--- src/rtl/apb_arbiter_pkg.sv ---
// Shared types and default widths for the two-requester APB arbiter.
package apb_pkg;

  localparam int APB_AW = 32;
  localparam int APB_DW = 32;

  typedef enum logic [1:0] {
    IDLE   = 2'd0,
    SETUP  = 2'd1,
    ACCESS = 2'd2
  } apb_state_e;

endpackage

--- src/rtl/apb_arbiter_if.sv ---
// Requester-side bundle: two request channels in, a shared ack/response out.
interface apb_arbiter_if
  import apb_pkg::*;
#(
  parameter int AW = APB_AW,
  parameter int DW = APB_DW
);

  logic [1:0]      i_req;
  logic [2*AW-1:0] i_addr;
  logic [1:0]      i_write;
  logic [2*DW-1:0] i_wdata;
  logic [1:0]      o_ack;
  logic [DW-1:0]   o_rdata;
  logic            o_err;

  modport master (
    output i_req, i_addr, i_write, i_wdata,
    input  o_ack, o_rdata, o_err
  );

  modport slave (
    input  i_req, i_addr, i_write, i_wdata,
    output o_ack, o_rdata, o_err
  );

endinterface

--- src/rtl/apb_arbiter_rr_arb.sv ---
// Two-way round-robin grant; prio_q names the requester that wins a tie.
module apb_rr_arb (
  input  logic       clk_i,
  input  logic       rst_n_i,
  input  logic [1:0] req_i,
  input  logic       load_i,
  output logic       gnt_idx_o
);

  logic prio_q;
  logic prio_d;

  always_comb begin
    gnt_idx_o = 1'b0;
    if (req_i == 2'b11) begin
      gnt_idx_o = prio_q;
    end else if (req_i == 2'b10) begin
      gnt_idx_o = 1'b1;
    end
    prio_d = load_i ? ~gnt_idx_o : prio_q;
  end

  always_ff @(posedge clk_i or negedge rst_n_i) begin
    if (!rst_n_i) begin
      prio_q <= 1'b0;
    end else begin
      prio_q <= prio_d;
    end
  end

endmodule

--- src/rtl/apb_arbiter.sv ---
// Two-requester APB master with round-robin arbitration.
// Optional PREADY wait limit is compiled in with APB_TIMEOUT_EN.
module apb_arbiter
  import apb_pkg::*;
#(
  parameter int AW      = APB_AW,
  parameter int DW      = APB_DW,
  parameter int TIMEOUT = 255
)(
  input  logic          PCLK,
  input  logic          PRESETn,
  apb_arbiter_if.slave  req_if,
  output logic [AW-1:0] PADDR,
  output logic          PSEL,
  output logic          PENABLE,
  output logic          PWRITE,
  output logic [DW-1:0] PWDATA,
  input  logic          PREADY,
  input  logic [DW-1:0] PRDATA,
  input  logic          PSLVERR
);

  apb_state_e    state_q;
  logic          owner_q;
  logic [AW-1:0] paddr_q;
  logic [DW-1:0] pwdata_q;
  logic          pwrite_q;
  logic          psel_q;
  logic          penable_q;
  logic [1:0]    ack_q;
  logic [DW-1:0] rdata_q;
  logic          err_q;
  logic          gnt_idx;
  logic          start;

`ifdef APB_TIMEOUT_EN
  localparam int TW = (TIMEOUT < 2) ? 1 : $clog2(TIMEOUT);
  logic [TW-1:0] tmo_q;
`endif

  // A requester still holding i_req in its ack cycle must not restart.
  assign start = (state_q == IDLE) && (|req_if.i_req) && !(|ack_q);

  apb_rr_arb u_rr_arb (
    .clk_i     (PCLK),
    .rst_n_i   (PRESETn),
    .req_i     (req_if.i_req),
    .load_i    (start),
    .gnt_idx_o (gnt_idx)
  );

  always_ff @(posedge PCLK or negedge PRESETn) begin
    if (!PRESETn) begin
      state_q   <= IDLE;
      owner_q   <= 1'b0;
      paddr_q   <= '0;
      pwdata_q  <= '0;
      pwrite_q  <= 1'b0;
      psel_q    <= 1'b0;
      penable_q <= 1'b0;
      ack_q     <= '0;
      rdata_q   <= '0;
      err_q     <= 1'b0;
`ifdef APB_TIMEOUT_EN
      tmo_q     <= '0;
`endif
    end else begin
      ack_q <= '0;
      case (state_q)
        IDLE: begin
          if (start) begin
            state_q  <= SETUP;
            owner_q  <= gnt_idx;
            psel_q   <= 1'b1;
            paddr_q  <= req_if.i_addr[gnt_idx*AW +: AW];
            pwdata_q <= req_if.i_wdata[gnt_idx*DW +: DW];
            pwrite_q <= req_if.i_write[gnt_idx];
          end
        end
        SETUP: begin
          state_q   <= ACCESS;
          penable_q <= 1'b1;
`ifdef APB_TIMEOUT_EN
          tmo_q     <= TW'(TIMEOUT - 1);
`endif
        end
        ACCESS: begin
          if (PREADY) begin
            state_q        <= IDLE;
            psel_q         <= 1'b0;
            penable_q      <= 1'b0;
            ack_q[owner_q] <= 1'b1;
            rdata_q        <= pwrite_q ? '0 : PRDATA;
            err_q          <= PSLVERR;
          end
`ifdef APB_TIMEOUT_EN
          else if (tmo_q == '0) begin
            state_q        <= IDLE;
            psel_q         <= 1'b0;
            penable_q      <= 1'b0;
            ack_q[owner_q] <= 1'b1;
            rdata_q        <= '0;
            err_q          <= 1'b1;
          end else begin
            tmo_q <= tmo_q - TW'(1);
          end
`endif
        end
        default: begin
          state_q   <= IDLE;
          psel_q    <= 1'b0;
          penable_q <= 1'b0;
        end
      endcase
    end
  end

  assign PADDR          = paddr_q;
  assign PSEL           = psel_q;
  assign PENABLE        = penable_q;
  assign PWRITE         = pwrite_q;
  assign PWDATA         = pwdata_q;
  assign req_if.o_ack   = ack_q;
  assign req_if.o_rdata = rdata_q;
  assign req_if.o_err   = err_q;

endmodule

--- src/flat_wrapper.sv ---
// flat-port wrapper written by rule: the top's interface ports become plain ports
module apb_arbiter_flat import apb_pkg::*;
#(
  parameter int AW      = APB_AW,
  parameter int DW      = APB_DW,
  parameter int TIMEOUT = 255
)
  (PCLK, PRESETn, PADDR, PSEL, PENABLE, PWRITE, PWDATA, PREADY, PRDATA, PSLVERR, req_if_i_req, req_if_i_addr, req_if_i_write, req_if_i_wdata, req_if_o_ack, req_if_o_rdata, req_if_o_err);
  apb_arbiter_if #(.AW(AW), .DW(DW)) req_if_i ();
  input  logic PCLK;
  input  logic PRESETn;
  output logic [AW-1:0] PADDR;
  output logic PSEL;
  output logic PENABLE;
  output logic PWRITE;
  output logic [DW-1:0] PWDATA;
  input  logic PREADY;
  input  logic [DW-1:0] PRDATA;
  input  logic PSLVERR;
  input wire logic [$bits(req_if_i.i_req)-1:0] req_if_i_req;
  input wire logic [$bits(req_if_i.i_addr)-1:0] req_if_i_addr;
  input wire logic [$bits(req_if_i.i_write)-1:0] req_if_i_write;
  input wire logic [$bits(req_if_i.i_wdata)-1:0] req_if_i_wdata;
  output wire logic [$bits(req_if_i.o_ack)-1:0] req_if_o_ack;
  output wire logic [$bits(req_if_i.o_rdata)-1:0] req_if_o_rdata;
  output wire logic [$bits(req_if_i.o_err)-1:0] req_if_o_err;
  assign req_if_i.i_req = req_if_i_req;
  assign req_if_i.i_addr = req_if_i_addr;
  assign req_if_i.i_write = req_if_i_write;
  assign req_if_i.i_wdata = req_if_i_wdata;
  assign req_if_o_ack = req_if_i.o_ack;
  assign req_if_o_rdata = req_if_i.o_rdata;
  assign req_if_o_err = req_if_i.o_err;
  apb_arbiter #(.AW(AW), .DW(DW), .TIMEOUT(TIMEOUT)) u_core (.PCLK(PCLK), .PRESETn(PRESETn), .req_if(req_if_i), .PADDR(PADDR), .PSEL(PSEL), .PENABLE(PENABLE), .PWRITE(PWRITE), .PWDATA(PWDATA), .PREADY(PREADY), .PRDATA(PRDATA), .PSLVERR(PSLVERR));
endmodule
--- config.mk ---
export PLATFORM = sky130hd
export DESIGN_NAME = apb_arbiter_flat
export DESIGN_NICKNAME = d
export VERILOG_FILES = /design/src/rtl/apb_arbiter_pkg.sv /design/src/rtl/apb_arbiter_if.sv /design/src/rtl/apb_arbiter_rr_arb.sv /design/src/rtl/apb_arbiter.sv /design/src/flat_wrapper.sv
export SDC_FILE = /design/constraint.sdc
export NUM_CORES = 1
export LEC_CHECK = 0
export ABC_CLOCK_PERIOD_IN_PS = 1700
export CAP_MARGIN = 20
export CORE_ASPECT_RATIO = 1.4
export CORE_MARGIN = 2
export CORE_UTILIZATION = 34
export CTS_CLUSTER_SIZE = 25
export DETAILED_ROUTE_END_ITERATION = 10
export PLACE_DENSITY = 0.76
export SYNTH_ARGS = -nofsm -noshare
export SYNTH_HDL_FRONTEND = slang
export SYNTH_SLANG_ARGS = --single-unit
--- constraint.sdc ---
create_clock -name PCLK -period 1.7 [get_ports PCLK]
set_clock_uncertainty 0.1 [all_clocks]
set_input_delay 0.17 -clock PCLK [delete_from_list [all_inputs] [get_ports PCLK]]
set_output_delay 0.17 -clock PCLK [all_outputs]
set_load 0.005 [all_outputs]
* Word-level counts from Yosys, hierarchy flattened
Index checks and enable logic that the tools add are counted.
** Cells by class
- Magnitude comparators :: 3
- Divide/modulo/power cells :: 0
- Bitwise logic cells :: 3
- Equal/unequal tests :: 6
- Add/subtract/negate cells :: 0
- Reductions and logical operators :: 12
- Shift-type cells :: 2
- $mul :: 0
- Multiplexer cells :: 16
** Operators with widths (number)
- $shiftx A64 B7 Y32 :: 2
- $mux W32 :: 1
- $mux W2 :: 4
- $reduce_and A2 Y1 :: 4
- $mux W1 :: 7
- $eq A2 B2 Y1 const B :: 3
- $pmux W1 S3 :: 2
- $pmux W2 S3 :: 1
- $lt A1 B2 Y1 const B :: 2
- $ne A2 B2 Y1 const B :: 2
- $reduce_or A2 Y1 :: 2
- $logic_and A1 B1 Y1 :: 3
- $not A1 Y1 :: 3
- $reduce_and A3 Y1 :: 1
- $eq A2 B1 Y1 const B :: 1
- $logic_not A2 Y1 :: 1
- $demux W1 S1 :: 1
- $ge A1 B1 Y1 const B :: 1
- $logic_not A1 Y1 :: 1
** Storage, ports and cells
- Memories kept :: 0
- RAM bits :: 0
- Bits in latches :: 0
- Word-level logic and storage cells :: 53
- Register bits after elaboration :: 106
- Memory bits (read-only) :: 0

* Logic depth before layout (Yosys ltp)
- Word-level depth :: 6
- Mapped depth :: 6
- Gate-level depth less buffers :: 3

* Hierarchy
A second synthesis with hierarchy kept.
** Second synthesis, totals
- Cell total of the unflattened synthesis :: 375
- Area, all modules :: 4964.8 um^2
** Modules (own cells, without submodules)
- apb_arbiter :: area an instance 4908.5 um^2, instances 1, cells an instance 370, seq. area each 2627.5 um^2
- apb_rr_arb :: area an instance 56.3 um^2, instances 1, cells an instance 5, seq. area each 25.0 um^2

* Worst setup path after synthesis
No wires, ideal clock.
- Path type :: reg-to-reg
- Start point :: reg u_core.state_q[1]
- End point :: reg u_core.paddr_q[10] (netlist: u_core.PADDR[10])
- Cell stages (with the launch flop) :: 7
- Data arrival time :: 1.404 ns
- Slack :: 0.117 ns
- Required time :: 1.521 ns
- Period minus slack after synthesis :: 1.583 ns
- Cells stage by stage :: dfrtp_1 -> nor4_4 -> o21a_1 -> buf_2 -> buf_4 -> buf_6 -> a2bb2oi_1
** Between the ends
- Cells in the longest elaborated chain, start to end :: 4
** Ends and longest elaborated chain
- start: declaration :: RTL line apb_arbiter.sv:23 : apb_state_e state_q;
- start signal: assignment :: RTL line apb_arbiter.sv:54 : state_q <= IDLE;
- start signal: assignment :: RTL line apb_arbiter.sv:72 : state_q <= SETUP;
- start signal: assignment :: RTL line apb_arbiter.sv:81 : state_q <= ACCESS;
- $logic_not A2 Y1 * :: RTL line apb_arbiter.sv:42, apb_arbiter.sv:69
- $logic_and A1 B1 Y1 (2 in a row) :: RTL line apb_arbiter.sv:42 : assign start = (state_q == IDLE) && (|req_if.i_req) && !(|ack_q);
- $reduce_and A2 Y1 (no source line) *
- end signal: assignment :: RTL line apb_arbiter.sv:75 : paddr_q <= req_if.i_addr[gnt_idx*AW +: AW];
- end: declaration :: RTL line apb_arbiter.sv:25 : logic [AW-1:0] paddr_q;
Every way passes the cells marked *; elsewhere a longest branch is shown, timed or not.
A chain may end at the register's enable or synchronous reset.

* Worst setup path in the final report
- Start point :: reg u_core.state_q[0]
- End point :: reg u_core.pwdata_q[15] (netlist: u_core.PWDATA[15])
** Between the ends
- Cells in the longest elaborated chain, start to end :: 4
** Ends and longest elaborated chain
- $logic_not A2 Y1 * :: RTL line apb_arbiter.sv:42, apb_arbiter.sv:69
- $logic_and A1 B1 Y1 (2 in a row) :: RTL line apb_arbiter.sv:42
- $reduce_and A2 Y1 (no source line) *
- end signal: assignment :: RTL line apb_arbiter.sv:76 : pwdata_q <= req_if.i_wdata[gnt_idx*DW +: DW];
- end: declaration :: RTL line apb_arbiter.sv:26 : logic [DW-1:0] pwdata_q;
Marked as above.

==> impl_metrics.toml <==
[detailed_routing]
drc = 0
antenna_left = 0
wl_per_cell_um = 18.28
firstDrtPassIters = 4
drt-total-wl_um = 15330
drt_iter0_drc = 119
via_count = 4387
vias_per_cell = 5.229

[power_and_ir_drop]
leakagePower_nw = 3.089
ir_drop_mv = 0.8786
finalPower_mw = 12.87
p_per_area_nw_per_um2 = 1613

[clocking]
clkTransAtPathRegs_ns = 0.07
worstSkewPairLatency_ns = 0.34
cts_tree = "yes"
cts_made_buffers = 9
clock-sinks = 106
clockBufferDepth = 2
cts_setup_buffers = 0
htree_levels = 3
root_buffer = "clkbuf_16"

[logic_synthesis]
yosys_warnings = 0
ys.flop_type = "dfrtp_1"
synth_area_per_cell_um2 = 11.62
yosys.area.top_type = "dfrtp_1"
ys_types = 19
synth_top_cell_area_share = 0.5764
synth_edf_count = 0
synth_cells = 396
synth_seq_cells = 106
async_flop_share = 1.000
netlist_top_cells_area = "dfrtp_1, a2bb2oi_1, o32ai_1, nand2b_1, o21ai_0"
synth_area_um2 = 4602
synth_nets = 564
synth_seq_area_share = 0.5764

[place]
place_ws_ns = -0.04190
port_buffers = 269
dp.cells = 822
dpl_cell_area_um2 = 7652
hpwl_um = 11110
place_congestion = 0.8441

[global_route]
grt_first_pass_wirelength_um = 23470
grt_max_degree = 101
track_usage = 0.2064
grt_overflow_total = 0
antenna_found_initial = 0
grt_pass1_vias = 4710

[floorplanning]
initial_utilization = 0.3454
core_area_um2 = 13330
die_area_um2 = 14490
io_pins = 270
die_h_um = 141.7
die_w_um = 102.3
row_count = 50

[worst_setup_path]
path_max_fanout = 24
rrSetupSlack_ns = 0.08
worstSetupEndpointType = "register"
critPathArrivalTime_ns = 1.71
crit_type = "register to register"
ff2ff_path_depth = 4
rr_startpoint = "u_core.state_q[0]"
cp_data_required_time_ns = 1.80
r2r_end = "u_core.PWDATA[15]"
start_kind = "register"

[timing]
post-route-min-period_ns = 1.618
rsz0062_at_grt = "false"
fmax_mhz = 618.0
worst_slack_ns = 0.08196
maxSlewHeadroom = 0.6320
min_period_over_period = 0.9518
tns_ns = 0
finalSetupViolations = 0
slew_viol_final = 0
hold-worst-slack_ns = 0.08608
finalHoldViolCount = 0
max_slew.worst_pin.slew_ns = 0.5521

[final_layout]
antennaDiodeCount = 0
num-fill-cells = 1052
drive_gt1_frac = 0.07154
layout.nets = 821
layout_commonest_cell = "clkdlybuf4s50_1"
final_cell_mix = "clkdlybuf4s50_1, dfrtp_1, o32ai_1, a2bb2oi_1, o21ai_0"
syn_to_final_growth_pct = 73.38
finalInstanceArea_um2 = 7979
final_cell_count_no_fill = 839
final_util = 0.5988

[min_path]
holdCritPathClass = "input pin to asynchronous set/reset pin"

[status]
status = "finished, final reports clean"

[flow_run]
cap_violations = 0
how the worst max path moves through the flow:
stage | start | to | cells after the start
floorplan | u_core.state_q[1] | u_core.PADDR[10] | 6
finish | u_core.state_q[0] | u_core.PWDATA[15] | 4
global placement | req_if_i_req[1] | u_core.PWDATA[8] | 5
detailed placement | req_if_i_req[1] | u_core.PADDR[19] | 5
CTS | u_core.state_q[0] | u_core.PWDATA[15] | 4
global route | u_core.state_q[0] | u_core.PWDATA[15] | 4
logic make-up after synthesis:
logic type             share of synthesized area
AO/OA/AOI/OAI                             0.2931
flip-flops                                0.5764
AND/OR/NAND/NOR                          0.08129
buffers and inverters                    0.04432
multiplexers                            0.004894
per-layer routing:
metal	up-vias	share of wire	GRT usage
li1	2039	-	-
met1	2128	0.37	0.2206
met2	199	0.52	0.3726
met3	21	0.091	0.07685
met4	0	0.020	0.06246
met5	-	0	0
repair_timing:
action	4_1_cts	5_1_grt
gates resized for setup	0	4
setup endpoints to repair	0	23
hold buffers	1	0
endpoints found under the hold margin	106	0
Yosys cell counts, drive strengths merged, types with 2 or more instances:
library cell / number
a2bb2oi: 65
buf: 15
clkbuf: 31
dfrtp: 106
inv: 2
mux2: 2
nand2: 32
nand2b: 32
nand3b: 2
nor2: 3
o21a: 4
o21ai: 34
o32ai: 65
power by group:
| part | switching [mW] | internal [mW] |
|---|---|---|
| logic | 2.52 | 4.02 |
| registers | 0.711 | 3.70 |
| clock network | 0.888 | 1.03 |
| total | 4.12 | 8.75 |
registers in the layout (all words and copies together) (netlist names):
signal,count
u_core.req_if.o_rdata,32
u_core.req_if.o_err,1
u_core.PENABLE,1
u_core.PWDATA,32
u_core.state_q,2
u_core.u_rr_arb.prio_q,1
u_core.PWRITE,1
u_core.req_if.o_ack,2
u_core.PSEL,1
u_core.PADDR,32
u_core.owner_q,1
worst max-delay path, cell delays in order (launching register included):
cell and delay (ns):
dfrtp_2 0.46, nor4_4 0.32, buf_4 0.19, buf_4 0.27, a2bb2oi_1 0.12
area by class of cell:
class / count / area [µm²] / area share
Inverter: 2 / 7.507 / 0.0009409
Sequential cell: 106 / 2654 / 0.3326
Clock buffer: 11 / 242.7 / 0.03042
Multi-Input combinational cell: 242 / 1773 / 0.2222
Tap cell: 182 / 227.7 / 0.02854
Clock inverter: 4 / 28.78 / 0.003607
Timing Repair Buffer: 292 / 3045 / 0.3817
No activity file was read; power rests on OpenSTA's default activity.
